--- config.mk ---
export PLATFORM = sky130hd
export DESIGN_NAME = d2l_slave
export DESIGN_NICKNAME = d
export VERILOG_FILES = /design/src/rtl/d2l_pkg.sv /design/src/rtl/d2l_sync.sv /design/src/rtl/d2l_slave.sv
export SDC_FILE = /design/constraint.sdc
export NUM_CORES = 1
export LEC_CHECK = 0
export BUFFER_PORTS_ARGS = -buffer_cell sky130_fd_sc_hd__buf_2
export CORE_MARGIN = 1
export CORE_UTILIZATION = 29
export CTS_CLUSTER_DIAMETER = 60
export DETAILED_ROUTE_END_ITERATION = 6
export GPL_TIMING_DRIVEN = 1
export PLACE_DENSITY_LB_ADDON = 0.15
export SLEW_MARGIN = 20
export SYNTH_ARGS = -nofsm -noshare
export SYNTH_HDL_FRONTEND = slang
export SYNTH_SLANG_ARGS = --single-unit
--- constraint.sdc ---
create_clock -name clk -period 2.5 [get_ports clk]
set_clock_uncertainty 0.15 [all_clocks]
set_input_delay 0.5 -clock clk [delete_from_list [all_inputs] [get_ports clk]]
set_output_delay 0.5 -clock clk [all_outputs]
set_load 0.1 [all_outputs]
--- src/rtl/d2l_pkg.sv ---
// Shared definitions for the dual-lane (D2L) serial link, used by master and slave.
package d2l_pkg;

  localparam int LANE_W = 4;
  localparam int BEAT_W = 8;

  typedef enum logic {
    IDLE,
    RECV
  } d2l_state_t;

endpackage

--- src/rtl/d2l_sync.sv ---
// Multi-flop synchronizer for a bus of link inputs; every bit sees the same depth.
module d2l_sync #(
  parameter int             W       = 1,
  parameter int             STAGES  = 2,
  parameter logic [W-1:0]   RST_VAL = '0
) (
  input  logic         clk,
  input  logic         rstn,
  input  logic [W-1:0] d,
  output logic [W-1:0] q
);

  logic [W-1:0] chain [STAGES];

  always_ff @(posedge clk or negedge rstn) begin
    if (!rstn) begin
      for (int i = 0; i < STAGES; i++) chain[i] <= RST_VAL;
    end else begin
      chain[0] <= d;
      for (int i = 1; i < STAGES; i++) chain[i] <= chain[i-1];
    end
  end

  assign q = chain[STAGES-1];

endmodule

--- src/rtl/d2l_slave.sv ---
// D2L link receiver: oversamples sclk/CS/lanes in the clk domain, assembles
// WORD_BEATS-byte words and hands them out through a valid/ready holding register.
module d2l_slave
  import d2l_pkg::*;
#(
  parameter int WORD_BEATS  = 4,
  parameter int SYNC_STAGES = 2
) (
  input  logic                         clk,
  input  logic                         rstn,
  input  logic                         sclk,
  input  logic                         CS,
  input  logic [LANE_W-1:0]            DL0,
  input  logic [LANE_W-1:0]            DL1,
  output logic [BEAT_W*WORD_BEATS-1:0] rx_data,
  output logic                         rx_valid,
  input  logic                         rx_ready,
  output logic                         busy,
  output logic                         frame_err,
  output logic                         overflow,
  input  logic                         clr_err
);

  localparam int         WORD_W    = BEAT_W * WORD_BEATS;
  localparam logic [2:0] LAST_BEAT = 3'(WORD_BEATS - 1);

  // Stage p0: synchronized link inputs (CS idles high, the rest idle low)
  logic              cs_p0;
  logic              sclk_p0;
  logic [LANE_W-1:0] dl0_p0;
  logic [LANE_W-1:0] dl1_p0;
  logic [BEAT_W-1:0] beat_p0;

  d2l_sync #(.W(1), .STAGES(SYNC_STAGES), .RST_VAL(1'b1)) u_sync_cs (
    .clk  (clk),
    .rstn (rstn),
    .d    (CS),
    .q    (cs_p0)
  );

  d2l_sync #(.W(1 + 2*LANE_W), .STAGES(SYNC_STAGES), .RST_VAL('0)) u_sync_link (
    .clk  (clk),
    .rstn (rstn),
    .d    ({sclk, DL1, DL0}),
    .q    ({sclk_p0, dl1_p0, dl0_p0})
  );

  assign beat_p0 = {dl1_p0, dl0_p0};

  // Stage p1: previous samples for edge detection
  logic                   sclk_p1;
  logic                   cs_p1;
  logic [SYNC_STAGES-1:0] sync_vld;
  logic                   armed;

  // armed demands a genuine CS-high sample after reset, so a frame that was
  // already running when reset released can never look like a fresh falling edge.
  always_ff @(posedge clk or negedge rstn) begin
    if (!rstn) begin
      sclk_p1  <= 1'b0;
      cs_p1    <= 1'b1;
      sync_vld <= '0;
      armed    <= 1'b0;
    end else begin
      sclk_p1  <= sclk_p0;
      cs_p1    <= cs_p0;
      sync_vld <= {sync_vld[SYNC_STAGES-2:0], 1'b1};
      if (sync_vld[SYNC_STAGES-1] && cs_p0) armed <= 1'b1;
    end
  end

  d2l_state_t        state, state_nxt;
  logic [2:0]        beat_cnt;
  logic [WORD_W-1:0] shift_reg;
  logic [WORD_W-1:0] word_c;
  logic              cs_fall;
  logic              beat_vld_p0;
  logic              word_done;
  logic              frame_abort;
  logic              hs;

  assign cs_fall     = armed & cs_p1 & ~cs_p0;
  assign beat_vld_p0 = (state == RECV) & ~cs_p0 & sclk_p0 & ~sclk_p1;
  assign word_done   = beat_vld_p0 & (beat_cnt == LAST_BEAT);
  assign frame_abort = (state == RECV) & cs_p0 & (beat_cnt != 3'd0);
  assign hs          = rx_valid & rx_ready;
  assign busy        = (state == RECV);

  always_comb begin
    state_nxt = state;
    case (state)
      IDLE:    if (cs_fall) state_nxt = RECV;
      RECV:    if (cs_p0)   state_nxt = IDLE;
      default: state_nxt = IDLE;
    endcase
  end

  // Current beat merged into the partial word; on the last beat this is the full word.
  always_comb begin
    word_c = shift_reg;
    word_c[BEAT_W*beat_cnt +: BEAT_W] = beat_p0;
  end

  always_ff @(posedge clk) begin
    if (beat_vld_p0) shift_reg <= word_c;
  end

  // Stage p2: frame control, holding register and sticky flags
  always_ff @(posedge clk or negedge rstn) begin
    if (!rstn) begin
      state    <= IDLE;
      beat_cnt <= '0;
    end else begin
      state <= state_nxt;
      if (state != RECV || cs_p0)
        beat_cnt <= '0;
      else if (beat_vld_p0)
        beat_cnt <= (beat_cnt == LAST_BEAT) ? 3'd0 : beat_cnt + 3'd1;
    end
  end

  always_ff @(posedge clk or negedge rstn) begin
    if (!rstn) begin
      rx_data  <= '0;
      rx_valid <= 1'b0;
    end else if (word_done && (!rx_valid || hs)) begin
      rx_data  <= word_c;
      rx_valid <= 1'b1;
    end else if (hs) begin
      rx_valid <= 1'b0;
    end
  end

  // A new error event outranks a coincident clear.
  always_ff @(posedge clk or negedge rstn) begin
    if (!rstn) begin
      frame_err <= 1'b0;
      overflow  <= 1'b0;
    end else begin
      frame_err <= frame_abort | (frame_err & ~clr_err);
      overflow  <= (word_done & rx_valid & ~hs) | (overflow & ~clr_err);
    end
  end

endmodule

==> results of run 1 <==
-- metal layers --
| metal | GRT usage | part of all wire | up-vias | wire length, microns |
|---|---|---|---|---|
| met5 | 0 | 0 | - | 0 |
| met2 | 0.1819 | 0.42 | 46 | 3385 |
| li1 | - | - | 1091 | - |
| met1 | 0.1915 | 0.52 | 1138 | 4216 |
| met4 | 0.06667 | 0.021 | 0 | 172 |
| met3 | 0.03425 | 0.035 | 10 | 283 |
-- stage by stage --
| stage | total power, mW | instances |
|---|---|---|
| after global routing | 3.444 | 496 |
| after CTS | 3.379 | 496 |
| after global placement | 1.809 | 481 |
| after floorplan | 1.752 | 264 |
| final | 3.322 | 496 |
| after detailed placement | 1.812 | 481 |
-- what timing repair did --
item | 4_1_cts | 5_1_grt
endpoints found under the setup margin | 0 | 2
resized for setup | 0 | 2
hold endpoints to repair | 0 | 0
-- layout make-up --
cell class                      count  area, sq um
Multi-Input combinational cell    147         1116
Clock inverter                      6        108.9
Fill cell                        1286         8112
Tap cell                          172        215.2
Inverter                            5        18.77
Clock buffer                        9        225.2
Sequential cell                    96         2566
Timing Repair Buffer               61        360.3
-- worst max-delay path by stage --
stage | to | start | cells after the start
floorplan | rx_data[16]$_DFFE_PN0P_ | busy$_DFF_PN0_ | 5
global placement | shift_reg[3]$_DFFE_PP_ | beat_cnt[0]$_DFFE_PN0P_ | 6
detailed placement | shift_reg[1]$_DFFE_PP_ | beat_cnt[0]$_DFFE_PN0P_ | 6
CTS | shift_reg[1]$_DFFE_PP_ | beat_cnt[0]$_DFFE_PN0P_ | 6
global route | shift_reg[2]$_DFFE_PP_ | beat_cnt[0]$_DFFE_PN0P_ | 6
finish | shift_reg[1]$_DFFE_PP_ | beat_cnt[0]$_DFFE_PN0P_ | 6
-- cell families after synthesis --
group,share of synthesized area
buffers and inverters,0.03159
and+or+nand+nor,0.08917
AOI/OAI and AO/OA,0.08490
DFF,0.6749
adders and majority gates,0.009873
other,0.0009862
muxes,0.1086
-- worst max-delay path, stage by stage, from the launching register on --
cell and delay [ns]:
dfrtp_1 0.34, inv_1 0.04, ha_1 0.18, ha_1 0.35, or4b_1 0.66, o21ai_0 0.31, nand2_1 0.09
-- cell usage after synthesis, drive strengths merged --
cell	number	area, sq um
a31oi	32	200.2
mux2	32	412.9
nand4bb	1	11.26
dfrtp	61	1526
inv	5	18.77
a211oi	1	7.510
and3	1	11.26
o21ai	16	80.08
nand3	8	40.04
nor2b	2	12.51
or4b	1	10.01
ha	3	37.54
nand4b	1	15.01
nor2	3	11.26
o22ai	2	12.51
dfstp	3	78.83
nor4b	1	15.01
or2	1	6.260
nor4bb	1	10.01
nand2b	3	18.77
or3	1	6.260
a21oi	3	15.01
clkbuf	7	26.28
a21o	1	7.510
nand2	21	78.83
buf	9	75.06
conb	1	3.750
nand3b	9	67.56
edfxtp	32	960.9
and4bb	2	25.02
-- power groups by stage --
| stage | Clock (mW) | Sequential (mW) | Combinational (mW) |
|---|---|---|---|
| 2_1_floorplan | 0 | 1.71 | 0.0440 |
| 3_3_place_gp | 0 | 1.71 | 0.104 |
| 3_5_place_dp | 0 | 1.71 | 0.106 |
| 4_1_cts | 1.60 | 1.67 | 0.106 |
| 5_1_grt | 1.65 | 1.68 | 0.117 |
| 6_report | 1.55 | 1.67 | 0.103 |
==> run metrics, run 1 <==
switching portion of total power 0.2003; cell internal pwr about 2.7 mW; Iteration-0 DRC Markers 123; Slew Limit Fails 0; Area growth, synth to finish 21.26%; CTS HTree Levels 3; setup TNS 0 ns; synthesized area 3802 sq um; CTS tree done; Clk pwr share 0.465; slew margin rel. 0.5690; Avg Cell Area, Syn 14.40 sq um; Least-Margin Pin Slew 0.6465 ns; endpoints failing hold 0; Worst Path Max Fanout 8; layout cells sized above 1 0.3580; clock buffer depth 2; Layout Nets 337; port buffer count 49; initial core utilization 0.2989; DR vias/cell 4.607; worst r2r src beat_cnt[0]$_DFFE_PN0P_; TritonRoute pass-1 iters 4; Tcrit/Tclk final 0.9536; GRT Util Overall 0.1325; Leak 2.036 nW; ant diodes 0; status finished, final reports clean; Placement Rows 41; clk_lat worst skew around 0.35 ns; Hold Worst Slack 0.01134 ns; io pins 50; Finished Core Util 0.3624; Max Cap Viol 0; Worst EP required 2.44 ns; VDD IR-drop max 0.3849 mV; PwrDens 720.6 nW/um^2; CTS root buf clkbuf_16; syn_nets 281; final worst setup slack 0.1160 ns; number of global-route vias before repair 2258; largest net degree at the start of global routing 65; commonest non-fill, non-tap cell in the layout dfrtp_1; initial antenna violation count 0; clock-pin slew on the worst setup and hold paths 0.06 ns; Total Wirelength between 8000 and 9000 microns; post-route cell area 4611 sq um; core area ~13000 sq um; #FFs+latches synth 96; flop2flop setup slack 0.12 ns; Reg2Reg Capture Point shift_reg[1]$_DFFE_PP_; NetSw 0.6654 mW; Max Clock Freq 0.4195 GHz; Final min period 2.384 ns; GRT overflow 0; DRC viols 0; Routed WL per cell between 15 and 20 microns; YS warnings 0; Critical Path Start Type flip-flop; GP Congestion 0.7351; post-synthesis sequential area ratio 0.6749; die span in x 116.5 microns; CP arrival 2.33 ns; number of buffers created by CTS 9; # setup viols final 0; Hold Buf Count CTS 0; sequential share of power 0.504; Syn Inst Count 264; first-pass GRT wire length 12840 microns; Setup WS pre-CTS 0.1507 ns; die area about 14000 sq um; Critical Path Sink Type flip-flop; combinational cell fraction of total power 0.031; HPWL after DPL roughly 4800 microns; commonest cells after routing, fill and taps aside 61 x dfrtp_1, 49 x buf_2, 32 x a31oi_1, 32 x edfxtp_1, 21 x nand2_1; Via Count 2285; post-synth cell types 33; Post-DP Area approximately 4300 sq um; Hold WC Path Type primary input to async pin; Routed Antenna Nets 0; Setup CP Type flip-flop to flip-flop; Num Clock Sinks 96; unrepaired setup endpoints after global routing yes; setup bufs post-CTS 0; worst-case reg-to-reg path depth 6; Die H 116.5 microns
(Power assumes the default switching activity.)
==> run 2, diff against run 1 <==
- ABC_AREA: not set -> 1
==> run 2 against run 1 <==
  * Highest routed layer unchanged
  * The run now ends with negative hold slack left
  * Critical endpoint is now shift_reg[14]$_DFFE_PP_
  * Synthesized cell count up 31%
  * Utilization increased by 0.19 points
  * Maximum frequency grew 4.7%
  * Largest cell class unchanged
  * Worst setup slack gained 0.11 ns
  * Routed wire length shrank 7.0%
==> run metrics, run 2 <==
number of global-route vias before repair between 2000 and 2500; most used cell along the critical path nand2_1; PwrDens just over 700 nW/um^2; list of most frequent post-synthesis cells 167 x nand2_1, 61 x dfrtp_1, 32 x edfxtp_1; final worst setup slack approximately 0.22 ns; Worst EP required 2.44 ns; HPWL after DPL 4997 microns; Routed Antenna Nets 0; # setup viols final 0; Worst Path Max Fanout 18; core area approximately 12000 sq um; clk_lat worst skew 0.35 ns; layout cells sized above 1 0.2304; number of buffers created by CTS 9; Critical Path Sink Type flip-flop; Async S/R FF share, synth 0.6667; Post-DP Area between 4000 and 5000 sq um; clock-pin slew on the worst setup and hold paths around 0.070 ns; Total Wirelength 7492 microns; commonest cells after routing, fill and taps aside 167 x nand2_1, 60 x dfrtp_1, 49 x buf_2; Setup WS pre-CTS 0.2754 ns; total power 3.156 mW; most frequent cell after synthesis nand2_1; top cells by area, synth dfrtp_1 41%, edfxtp_1 26%, nand2_1 17%, nand3_1 3.9%, dfstp_2 2.1%; GRT overflow 0; Hold Buf Count CTS 0; Layout Nets 420; Num Clock Sinks 96; Final min period between 2 and 2.5 ns; Placement Rows 40; first-pass GRT wire length 12480 microns; #FFs+latches synth 96; die area 13190 sq um; post_cts resized 0; post-synth cell types 23; Syn Inst Count 345; commonest non-fill, non-tap cell in the layout nand2_1; initial core utilization 0.3025; met3 WL post-DR 288 microns; post-synthesis sequential area ratio 0.6948; clock buffer depth 2; crit-path cells inv_1 -> ha_1 -> ha_1 -> nand2_1 -> nor2_4 -> nand2_2 -> nand2_1 -> nand2_1; CTS tree done; top layer in use met4; Iteration-0 DRC Markers ~110; Max Cap Viol 0; TritonRoute pass-1 iters 4; Hold WC Path Type primary input to async pin; Max Clock Freq approximately 0.44 GHz; Post-Layout Cell Count 576; Routed WL per cell 13.01 microns; Most used DFF post-synth dfrtp_1; Setup CP Type flip-flop to flip-flop; wire length on met2 3324 microns; unrepaired setup endpoints after global routing no; VDD IR-drop max 0.3018 mV; Placed Instances 560; CTS HTree Levels 3; Die H 114.9 microns; Area growth, synth to finish 20.46%; setup TNS 0 ns; Critical Path Start Type flip-flop; Hold Worst Slack -0.0007709 ns; Avg Cell Area, Syn between 10 and 15 sq um; Fillers 1281; slew margin rel. 0.6143; port buffer count 49; failing checks negative hold slack; Least-Margin Pin Slew roughly 0.58 ns; Slew Limit Fails 0; largest net degree at the start of global routing 44; slowest cell delay on critical path ~0.4 ns; GRT Util Overall 0.1261; Finished Core Util 0.3643; Synth top area share 0.4133; Leak 2.205 nW; Via Count 2406; DR vias/cell 4.177; syn_nets 362; critical path's slowest cell dfrtp_1; setup bufs post-CTS 0; endpoints failing hold 1; CTS root buf clkbuf_16; YS warnings 0; ant diodes 0; initial antenna violation count 0; Post-synth EDFFs 32; leading area contributor after synthesis dfrtp_1; GP Congestion 0.7620; status finished with violations; Tcrit/Tclk final 0.9107; DRC viols 0; synthesized area 3694 sq um; CP arrival 2.22 ns; post-route cell area 4449 sq um; DRT met1 WL 3775 microns; io pins 50; die span in x around 110 microns
run 2: changes by cell type after synthesis, sizes merged, moves of 3 or more:
cell / delta
nand3: +23
nor2: +6
nand2: +149
nand4: +8
inv: +8
clkbuf: -7
nand3b: -9
mux2: -32
nand2b: -3
a21oi: -3
o21ai: -13
a31oi: -32
run 2: layer usage:
metal	up-vias	track usage
met1	1115	0.1797
met4	0	0.05455
met5	-	0
met3	8	0.02688
li1	1236	-
met2	47	0.1851
run 2: cells by family after synthesis:
family,after synthesis,share of synthesized area
buffers and inverters,21,0.02778
adders and majority gates,3,0.01016
other,1,0.001015
DFF,96,0.6948
and+or+nand+nor,218,0.2564
AOI/OAI and AO/OA,6,0.009825
run 2: report_power, final:
| part | switching, mW | leakage, nW | total (mW) | internal (mW) |
|---|---|---|---|---|
| clock network | 0.651 | 0.142 | 1.36 | 0.705 |
| logic | 0.0876 | 0.946 | 0.120 | 0.0327 |
| registers | 0.0220 | 1.12 | 1.68 | 1.66 |
run 2: critical path: cells and delay by family (launching register included):
kind          cells  cell delay (ns)
fa+ha+maj         2             0.54
flops             1             0.41
simple gates      5             0.84
buf+inv           1             0.07
run 2: final timing paths:
path                                            startpoint                      endpoint  slack [ns]  cells past startpoint
max                                beat_cnt[1]$_DFFE_PN0P_       shift_reg[14]$_DFFE_PP_        0.22                      8
min                                                   rstn       rx_data[28]$_DFFE_PN0P_     -0.0008                      1
max reg2reg                        beat_cnt[1]$_DFFE_PN0P_       shift_reg[14]$_DFFE_PP_        0.22                      8
min reg2reg                u_sync_link.chain[15]$_DFF_PN0_    u_sync_link.q[6]$_DFF_PN0_        0.20                      0
max in group asynchronous                             rstn               cs_p1$_DFF_PN1_        1.53                      2
min in group clk                                        CS  u_sync_cs.chain[1]$_DFF_PN1_        0.09                      1
run 2: area by class of cell:
class | count | area, sq um | area share
multi-input combinational | 228 | 1025 | 0.2303
tap | 168 | 210.2 | 0.04724
timing repair buffer | 55 | 302.8 | 0.06805
clock buffer | 9 | 225.2 | 0.05062
clock inverter | 7 | 70.07 | 0.01575
sequential | 96 | 2567 | 0.5771
inverter | 13 | 48.80 | 0.01097
==> run 3, diff against run 2 <==
- ABC_AREA: 1 -> not set
- MAX_ROUTING_LAYER: not set -> met4
==> run 3 against run 2 <==
  * The run now ends clean
  * Utilization decreased by 0.19 points
  * Global-route usage increased by 1.1 points
  * Sequential power hardly changed
  * Clock power grew 14%
  * Register-to-register slack got worse by 0.09 ns
  * Design area rose by 3.6%
  * Non-clock buffer count increased by 6
  * Worst setup slack got worse by 0.092 ns
  * First-iteration DRC count is 14% higher
  * Routed wire length is 7.4% higher
  * Largest cell class unchanged
==> run metrics, run 3 (synthesis results as in run 1) <==
die span in x 116.5 microns; Finished Core Util 0.3624; crit-path cells inv_1 -> ha_1 -> ha_1 -> or4b_1 -> o21ai_0 -> nand2_1; HPWL after DPL approximately 4800 microns; GRT Util Overall 0.1368; io pins 50; VDD IR-drop max 0.3846 mV; Total Wirelength about 8000 microns; Critical Path Start Type flip-flop; DR vias/cell 4.603; number of global-route vias before repair 2240; layout cells sized above 1 0.3580; worst-case reg-to-reg path depth 6; commonest non-fill, non-tap cell in the layout dfrtp_1; slowest cell delay on critical path about 0.65 ns; PwrDens 720.7 nW/um^2; critical path's slowest cell or4b_1; ant diodes 0; clock-pin slew on the worst setup and hold paths 0.07 ns; slew margin rel. 0.5738; Fillers 1286; Area growth, synth to finish 21.26%; largest net degree at the start of global routing 65; clock buffer depth 2; Num Clock Sinks 96; number of buffers created by CTS 9; DRC viols 0; Hold WC Path Type primary input to async pin; unrepaired setup endpoints after global routing yes; Max Cap Viol 0; Final min period 2.369 ns; CTS root buf clkbuf_16; status finished, final reports clean; TritonRoute pass-1 iters 4; Worst Path Max Fanout 8; most used cell along the critical path ha_1; endpoints failing hold 0; Post-DP Area 4277 sq um; Iteration-0 DRC Markers 124; Max Clock Freq ~0.42 GHz; die area 13570 sq um; CTS tree done; clk_lat worst skew roughly 0.35 ns; Die H 116.5 microns; Critical Path Sink Type flip-flop; Layout Nets 337; GRT overflow 0; Via Count 2283; setup bufs post-CTS 0; Worst EP required ~2.4 ns; Hold Buf Count CTS 0; Placed Instances 481; Routed WL per cell 16.22 microns; CTS HTree Levels 3; # setup viols final 0; Slew Limit Fails 0; Leak 2.036 nW; initial core utilization 0.2989; initial antenna violation count 0; Placement Rows 41; first-pass GRT wire length about 13000 microns; commonest cells after routing, fill and taps aside 61 x dfrtp_1, 49 x buf_2, 32 x a31oi_1, 32 x edfxtp_1, 21 x nand2_1; Post-Layout Cell Count 496; Routed Antenna Nets 0; Setup CP Type flip-flop to flip-flop; post_cts resized 0; port buffer count 49; GP Congestion 0.7441; Least-Margin Pin Slew 0.6392 ns; core area 12720 sq um; Tcrit/Tclk final 0.9474; post-route cell area about 4600 sq um; CP arrival 2.31 ns; Hold Worst Slack 0.01209 ns
[run 3: changes by cell type in the layout (fill, tap and decap cells not counted), sizes merged, moves of 8 or more]
cell / before / now
nand3: 31 / 8
o21ai: 3 / 16
mux2: 0 / 32
nand3b: 0 / 9
inv: 18 / 5
nand4: 8 / 0
a31oi: 0 / 32
nand2: 170 / 21
[run 3: final cells by class]
type | instances | area (sq um) | share of cell area
Tap cell | 172 | 215.2 | 0.04668
Multi-Input combinational cell | 147 | 1116 | 0.2421
Sequential cell | 96 | 2566 | 0.5566
Timing Repair Buffer | 61 | 360.3 | 0.07815
Clock inverter | 6 | 108.9 | 0.02361
Clock buffer | 9 | 225.2 | 0.04885
Inverter | 5 | 18.77 | 0.004071
[run 3: power by group]
part	leakage, nW	internal, mW	switching [mW]
clock network	0.165	0.970	0.577
logic	0.753	0.0320	0.0710
registers	1.12	1.66	0.0185
total	2.04	2.66	0.666
[run 3: critical path, delay by kind of cell (launching register included)]
kind	cells	cell delay [ns]
fa+ha+maj	2	0.53
simple gates	2	0.74
buf+inv	1	0.04
compound gates	1	0.30
flops	1	0.34
[run 3: worst paths after layout]
check / from / end / slack [ns]
hold / removal: rstn / rx_data[31]$_DFFE_PN0P_ / 0.01
hold reg to reg: u_sync_link.chain[17]$_DFF_PN0_ / u_sync_link.q[8]$_DFF_PN0_ / 0.20
min in group clk: CS / u_sync_cs.chain[1]$_DFF_PN1_ / 0.10
setup / recovery: beat_cnt[0]$_DFFE_PN0P_ / shift_reg[1]$_DFFE_PP_ / 0.13
setup reg to reg: beat_cnt[0]$_DFFE_PN0P_ / shift_reg[1]$_DFFE_PP_ / 0.13
max in group asynchronous: rstn / cs_p1$_DFF_PN1_ / 1.87
[run 3: layer usage]
metal,track usage,part of all wire,routed length [microns]
met3,0.03425,0.044,351
met2,0.1803,0.42,3374
met4,0.06667,0.021,166
met1,0.1935,0.52,4153
met5,-,0,0
[run 3: metrics by stage]
step / total power [mW] / worst slack [ns] / setup TNS (ns)
after floorplan: 1.752 / 0.03518 / 0
after global placement: 1.809 / 0.1844 / 0
after detailed placement: 1.812 / 0.1507 / 0
after CTS: 3.379 / 0.1403 / 0
after global routing: 3.444 / -0.001309 / -0.001309
final: 3.323 / 0.1315 / 0
